==> config.mk <==
export PLATFORM = sky130hd
export DESIGN_NAME = hazard_ctrl
export DESIGN_NICKNAME = d
export VERILOG_FILES = /design/src/rtl/hazard_ctrl.sv
export SDC_FILE = /design/constraint.sdc
export NUM_CORES = 1
export LEC_CHECK = 0
export CORE_MARGIN = 10
export CORE_UTILIZATION = 48
export CTS_CLUSTER_DIAMETER = 40
export DETAILED_ROUTE_END_ITERATION = 8
export GPL_TIMING_DRIVEN = 0
export PLACE_DENSITY = 0.8
export SLEW_MARGIN = 20
export SYNTH_ARGS = -nofsm -noshare
export SYNTH_HDL_FRONTEND = slang
export SYNTH_SLANG_ARGS = --single-unit
==> constraint.sdc <==
create_clock -name clk -period 2.5 [get_ports clk]
set_clock_uncertainty 0.05 [all_clocks]
set_input_delay 0.375 -clock clk [delete_from_list [all_inputs] [get_ports clk]]
set_output_delay 0.375 -clock clk [all_outputs]
set_load 0.005 [all_outputs]
==> src/rtl/hazard_ctrl.sv <==
// -----------------------------------------------------------------------------
// hazard_ctrl
//   Pipeline hazard controller for a classic 5-stage in-order core.
//   Resolves three stall/flush sources with fixed priority:
//     memory wait  >  load-use  >  control redirect.
//   A small two-state FSM (RUN / MEM_WAIT) tracks outstanding data-memory
//   accesses so a wait counter can flag a memory that never answers.
//
// Ports
//   clk, reset          rising-edge clock, async active-high reset
//   ID_EX_MemRead       instruction in ID/EX is a load
//   ID_EX_Rt [4:0]      load destination register in ID/EX
//   IF_ID_Rs/Rt [4:0]   source registers of the IF/ID instruction
//   IF_ID_UsesRt        IF/ID instruction actually reads Rt
//   Branch_Taken, Jump  redirect resolved in ID this cycle
//   Mem_Req             EX/MEM data access active (held until accepted)
//   Mem_Ready           data memory completes the access this cycle
//   PC_Write            PC update enable
//   IF_ID_Write         IF/ID update enable (0 = hold)
//   IF_Flush            clear IF/ID at the next edge
//   ID_EX_Bubble        zero ID/EX control at the next edge
//   Pipe_Freeze         hold ID/EX, EX/MEM and MEM/WB
//   Mem_Timeout         sticky: memory wait ran past 255 cycles
//   Stall_Count [15:0]  saturating count of cycles with PC_Write=0
//   Flush_Count [15:0]  saturating count of cycles with IF_Flush=1
// -----------------------------------------------------------------------------
module hazard_ctrl (
   input  logic        clk,
   input  logic        reset,
   input  logic        ID_EX_MemRead,
   input  logic [4:0]  ID_EX_Rt,
   input  logic [4:0]  IF_ID_Rs,
   input  logic [4:0]  IF_ID_Rt,
   input  logic        IF_ID_UsesRt,
   input  logic        Branch_Taken,
   input  logic        Jump,
   input  logic        Mem_Req,
   input  logic        Mem_Ready,
   output logic        PC_Write,
   output logic        IF_ID_Write,
   output logic        IF_Flush,
   output logic        ID_EX_Bubble,
   output logic        Pipe_Freeze,
   output logic        Mem_Timeout,
   output logic [15:0] Stall_Count,
   output logic [15:0] Flush_Count
);

   typedef enum logic {RUN = 1'b0, MEM_WAIT = 1'b1} state_t;

   state_t     state, state_nxt;
   logic [7:0] wait_cnt;
   logic       mem_stall, load_use, redirect;

   // Hazard detection. Register 0 is hardwired zero, so a load "to r0"
   // never creates a dependency.
   assign mem_stall = Mem_Req && !Mem_Ready;
   assign load_use  = ID_EX_MemRead && (ID_EX_Rt != 5'd0) &&
                      ((ID_EX_Rt == IF_ID_Rs) ||
                       (IF_ID_UsesRt && (ID_EX_Rt == IF_ID_Rt)));
   assign redirect  = Branch_Taken || Jump;

   always_ff @(posedge clk or posedge reset) begin
      if (reset) state <= RUN;
      else       state <= state_nxt;
   end

   // Next state and control outputs. Outputs depend only on the current
   // hazard conditions; reset forces the free-running defaults so the
   // front end is never held while the block is being cleared.
   always_comb begin
      state_nxt    = state;
      PC_Write     = 1'b1;
      IF_ID_Write  = 1'b1;
      IF_Flush     = 1'b0;
      ID_EX_Bubble = 1'b0;
      Pipe_Freeze  = 1'b0;

      case (state)
         RUN:      if (mem_stall) state_nxt = MEM_WAIT;
         MEM_WAIT: if (Mem_Ready) state_nxt = RUN;
         default:  state_nxt = RUN;
      endcase

      if (!reset) begin
         if (mem_stall) begin
            Pipe_Freeze = 1'b1;
            PC_Write    = 1'b0;
            IF_ID_Write = 1'b0;
         end else if (load_use) begin
            // Redirect is dropped: its operands come from the stalled load.
            PC_Write     = 1'b0;
            IF_ID_Write  = 1'b0;
            ID_EX_Bubble = 1'b1;
         end else if (redirect) begin
            IF_Flush = 1'b1;
         end
      end
   end

   // Wait counter: zeroed on the edge that enters MEM_WAIT, then counts
   // cycles spent waiting and sticks at 255.
   always_ff @(posedge clk or posedge reset) begin
      if (reset)
         wait_cnt <= 8'd0;
      else if (state == RUN && mem_stall)
         wait_cnt <= 8'd0;
      else if (state == MEM_WAIT && wait_cnt != 8'hFF)
         wait_cnt <= wait_cnt + 8'd1;
   end

   always_ff @(posedge clk or posedge reset) begin
      if (reset)
         Mem_Timeout <= 1'b0;
      else if (state == MEM_WAIT && wait_cnt == 8'hFF && !Mem_Ready)
         Mem_Timeout <= 1'b1;
   end

   always_ff @(posedge clk or posedge reset) begin
      if (reset) begin
         Stall_Count <= 16'd0;
         Flush_Count <= 16'd0;
      end else begin
         if (!PC_Write && Stall_Count != 16'hFFFF)
            Stall_Count <= Stall_Count + 16'd1;
         if (IF_Flush && Flush_Count != 16'hFFFF)
            Flush_Count <= Flush_Count + 16'd1;
      end
   end

endmodule
# ---- After elaboration in Yosys (flattened, before gate mapping)
# Index checks and enable logic that the tools add are counted.
dict set report op_classes {
  add_sub_neg 3
  mul 0
  div_mod_pow 0
  n_lt_le_gt_ge 0
  n_eq_ne 6
  shifts 0
  muxes 16
  bitwise 1
  n_reduce_logical 16
}
# op count
set op_table {}
lappend op_table {{$add A16 B1 Y16 const B} 2}
lappend op_table {{$ne A16 B16 Y1 const B} 2}
lappend op_table {{$mux W8} 2}
lappend op_table {{$mux W1} 13}
lappend op_table {{$eq A5 B5 Y1} 2}
lappend op_table {{$logic_and A1 B1 Y1} 10}
lappend op_table {{$add A8 B1 Y8 const B} 1}
lappend op_table {{$eq A8 B8 Y1 const B} 1}
lappend op_table {{$ne A8 B8 Y1 const B} 1}
lappend op_table {{$reduce_bool A5 Y1} 1}
lappend op_table {{$logic_not A1 Y1} 2}
lappend op_table {{$logic_or A1 B1 Y1} 2}
lappend op_table {{$pmux W1 S2} 1}
lappend op_table {{$reduce_bool A2 Y1} 1}
lappend op_table {{$not A1 Y1} 1}
dict set report word_totals {
  register_bits 42
  latch_bits 0
  ramBits 0
  mem_bits_ro 0
  wordCells 47
  n_memories 0
}

# ---- Depth between registers and ports, before layout
dict set report logic_depth {
  depth_word 9
  depth_mapped 8
}

# ---- Least setup slack after synthesis
# Ideal clock, no wire load.
dict set report synth_path {
  path_type {input -> output}
  startpoint {input port reset}
  endpoint {output port PC_Write}
  t_arrival_ns 1.838
  setup_slack_ns 0.237
  stages 3
  n_path_buf 1
  cell_sequence {inv_1 -> o21ai_0 -> buf_4}
}
dict set report synth_between {
  elab_chain_cells 1
}
# item line
set synth_rtl {}
lappend synth_rtl {{from (decl)} 29} ;# input logic reset,
lappend synth_rtl {{$mux W1} --}
lappend synth_rtl {{to (decl)} 39} ;# output logic PC_Write,
# Every way passes these cells.

# ---- Worst setup path in the final report
dict set report layout_path {
  startpoint {input port IF_ID_Rt[1]}
  endpoint {register Flush_Count[6]}
}
dict set report layout_between {
  elab_chain_cells 8
}
# item line
set layout_rtl {}
lappend layout_rtl {{from (decl)} 33} ;# input logic [4:0] IF_ID_Rt,
lappend layout_rtl {{$eq A5 B5 Y1} 60} ;# (IF_ID_UsesRt && (ID_EX_Rt == IF_ID_Rt)));
lappend layout_rtl {{$logic_and A1 B1 Y1} 60}
lappend layout_rtl {{$logic_or A1 B1 Y1} 59} ;# ((ID_EX_Rt == IF_ID_Rs) ||
lappend layout_rtl {{$logic_and A1 B1 Y1} 58} ;# assign load_use = ID_EX_MemRead && (ID_EX_Rt != 5'd0) &&
lappend layout_rtl {{$mux W1} 90} ;# end else if (load_use) begin
lappend layout_rtl {{$mux W1} 86} ;# if (mem_stall) begin
lappend layout_rtl {{$mux W1} 85} ;# if (!reset) begin
lappend layout_rtl {{$logic_and A1 B1 Y1} 126} ;# if (IF_Flush && Flush_Count != 16'hFFFF)
lappend layout_rtl {{to (signal assigned)} 127} ;# Flush_Count <= Flush_Count + 16'd1;
lappend layout_rtl {{to (decl)} 46} ;# output logic [15:0] Flush_Count
# Every way passes these cells.
# A chain may end at the register's enable or synchronous reset.

==> impl_metrics.toml <==
[timing]
period_minus_slack_ps = 2450
max_clock_freq_ghz = 0.408
finalCritPeriodShare = 0.980
finalMaxSlewViolations = 0
rsz0062_at_grt = "true"
finalSetupViolations = 0
tightest_slew_ps = 504
slew_headroom = 0.664
holdWs_ps = 419
hold_viol_final = 0

[drt]
total_number_of_vias = 1878
drt_iter0_markers = 144
drt_pre_antenna_iters = 5
wl_per_cell_um = 16.7
post-route-drc-count = 0
wirelength_mm = 5.75
avgViaCountPerCell = 5.46
drtAntennaViolNets = 0

[yosys]
synth_cell_types = 36
synthesis.instances = 210
ys_seq_area_frac = 0.475
synth-async-reset-ratio = 1.00
syn_area_um2 = 2210
synth.top_cells.by_area = "sky130_fd_sc_hd__dfrtp_1, sky130_fd_sc_hd__xor2_1, sky130_fd_sc_hd__xnor2_1"
synth_edf_count = 0
leading_register_cell_type_out_of_synthesis = "sky130_fd_sc_hd__dfrtp_1"
postSynthNetCount = 236
yosysTopAreaCellShare = 0.475
synth_top_cell_by_area = "sky130_fd_sc_hd__dfrtp_1"
number_of_synthesized_register_bits = 42
post_synthesis_average_cell_area_um2 = 10.5
yosys_warnings = 0

[worst_setup_path]
critical_path.cell_chain = "clkdlybuf4s50_1 > xor2_1 > nor4_2 > a32oi_2 > buf_4 > o221ai_4 > buf_6 > buf_4 > buf_4 > nor4_2 > xor2_1"
setup.worst_path.end_class = "flip-flop"
max_stage_delay_ps = 470
critical_path.max_fanout = 9
critical_path.n_buffers_inverters = 5
crit_arrival_ps = 2620
category_of_the_worst_setup_path_launch_point = "input pin"
critical-path-top-cell-by-count = "sky130_fd_sc_hd__buf_4"
critical-path-top-delay-family = "buffers and inverters"
cpMaxStageDelayCell = "sky130_fd_sc_hd__clkdlybuf4s50_1"
worst-endpoint-required_ps = 2670
timing_worst_setup_path_type = "in -> reg"

[placement]
placed_cells = 323
hpwlAfterDp_mm = 4.19
placer_congestion_estimate = 0.763
placed_area_um2 = 2900
buffer_ports.inserted = 60

[die]
initial_core_util = 0.501
die_width_um = 87.9
fp.coreArea_um2 = 4410
die_height_um = 87.9
ios = 61
design.die.area_um2 = 7730
core.rowCount = 24

[clock_network]
cts_tree = "built"
clk_path_buf_depth = 2
cts_hold_fix_bufs = 0
cts_sinks = 42
cts_htree_levels = 2
ctsRootBufferMaster = "sky130_fd_sc_hd__clkbuf_8"
insertion_delay_ps = 300
clkTransAtPathRegs_ps = 80
cts_made_buffers = 5

[cells_and_area]
layout.cells.most_common = "sky130_fd_sc_hd__clkdlybuf4s50_1"
antennaDiodeCount = 0
design.final.nets = 317
finish.cell_count_without_fillers = 344
postLayoutCellArea_um2 = 3130
post_route_cells_drive_above_1_share = 0.147
area.growth.synth_to_final_pct = 41.6
highest_count_cells_in_the_layout_ignoring_fill_and_taps = "sky130_fd_sc_hd__clkdlybuf4s50_1, sky130_fd_sc_hd__dfrtp_1, sky130_fd_sc_hd__nor2_1, sky130_fd_sc_hd__xor2_1, sky130_fd_sc_hd__xnor2_1"
postLayoutCoreUtil = 0.710

[global_route]
first_pass_grt_wire_length_mm = 9.23
grt.total_usage = 0.150
largest_net_degree_at_the_start_of_global_routing = 34
antenna_found_initial = 0
grt_overflow_total = 0
vias_in_the_first_global_route = 1860

[pwr]
power.density_cell_area_nw_per_um2 = 621
total_leakage_power_nw = 1.36
post-layout-total-power_mw = 1.95
ir_drop_mv = 0.519

[run_status]
status = "completed"

[worst_hold_path]
holdCritPathClass = "reg -> reg"

[run]
cap_violations = 0
cell usage after synthesis (2+ instances only):
cell / n
sky130_fd_sc_hd__nor4_1: 6
sky130_fd_sc_hd__nand2_1: 12
sky130_fd_sc_hd__dfrtp_1: 42
sky130_fd_sc_hd__nor3b_1: 2
sky130_fd_sc_hd__inv_1: 8
sky130_fd_sc_hd__buf_4: 2
sky130_fd_sc_hd__and4_1: 3
sky130_fd_sc_hd__mux2_1: 2
sky130_fd_sc_hd__nand4_1: 13
sky130_fd_sc_hd__nor3_1: 6
sky130_fd_sc_hd__ha_1: 3
sky130_fd_sc_hd__o21ai_0: 4
sky130_fd_sc_hd__nor4_2: 4
sky130_fd_sc_hd__and3_1: 5
sky130_fd_sc_hd__nand3_1: 12
sky130_fd_sc_hd__o211ai_1: 2
sky130_fd_sc_hd__nor2_1: 24
sky130_fd_sc_hd__xor2_1: 23
sky130_fd_sc_hd__xnor2_1: 20
cell families after synthesis:
group,count (synthesis),synth area share
AOI/OAI and AO/OA,14,0.0611
xor gates and xnor gates,43,0.170
adders and majority gates,3,0.0170
buffers and inverters,12,0.0271
DFF,42,0.475
muxes,4,0.0198
and+or+nand+nor,92,0.230
what timing repair did:
item	CTS	global route
endpoints found under the setup margin	10	12
buffers inserted	5	7
gates resized for setup	15	12
pin swaps	8	7
cloned	0	1
through the flow:
stage                     TNS, ps  worst slack, ps
after floorplan                 0              237
after global placement      -6180            -1140
after detailed placement    -7170             -555
after CTS                   -65.1            -65.1
after global routing         -109            -40.1
final                           0             50.3
routing by layer:
metal	vias up	wire (um)	track usage
met5	-	0	0
met4	0	46	0.0435
met3	7	381	0.0464
met2	58	3060	0.253
met1	904	2270	0.178
li1	909	-	-
where the power goes:
part           internal, mW  switching, mW
clock network         0.223          0.235
registers             0.794          0.147
logic                 0.327          0.222
total                  1.34          0.604
flip-flops by register name, indices dropped and copies added, names as in the netlist:
name and cells:
Flush_Count 16, wait_cnt 8, Stall_Count 16, state 1
Mem_Timeout 1
worst register-to-register path: stages, from the launching register on:
cell,delay (ps)
sky130_fd_sc_hd__dfrtp_1,430
sky130_fd_sc_hd__ha_1,230
sky130_fd_sc_hd__nand3_1,250
sky130_fd_sc_hd__nor2_1,80
sky130_fd_sc_hd__and3_1,190
sky130_fd_sc_hd__clkbuf_1,240
sky130_fd_sc_hd__or4b_1,560
sky130_fd_sc_hd__nor2_1,140
sky130_fd_sc_hd__xor2_1,160
layout make-up:
| cell class | count | area [um^2] |
|---|---|---|
| multi-input cells | 156 | 1140 |
| fillers | 347 | 1280 |
| repair buffers | 74 | 718 |
| clock inverters | 1 | 5.00 |
| plain buffers | 4 | 33.8 |
| well taps | 52 | 65.1 |
| flip-flops and latches | 42 | 1050 |
| clock buffers | 7 | 86.3 |
| inverters | 8 | 30.0 |
worst paths after layout:
kind,start,to,slack (ps),cells past startpoint
setup / recovery,IF_ID_Rt[1],Flush_Count[6],50,11
hold / removal,Mem_Timeout,Mem_Timeout,420,1
setup reg to reg,Flush_Count[0],Flush_Count[15],90,8
hold reg to reg,Mem_Timeout,Mem_Timeout,420,1
max in group asynchronous,reset,Stall_Count[2],1460,3
min in group asynchronous,reset,Stall_Count[11],500,2
(Power assumes the default switching activity.)
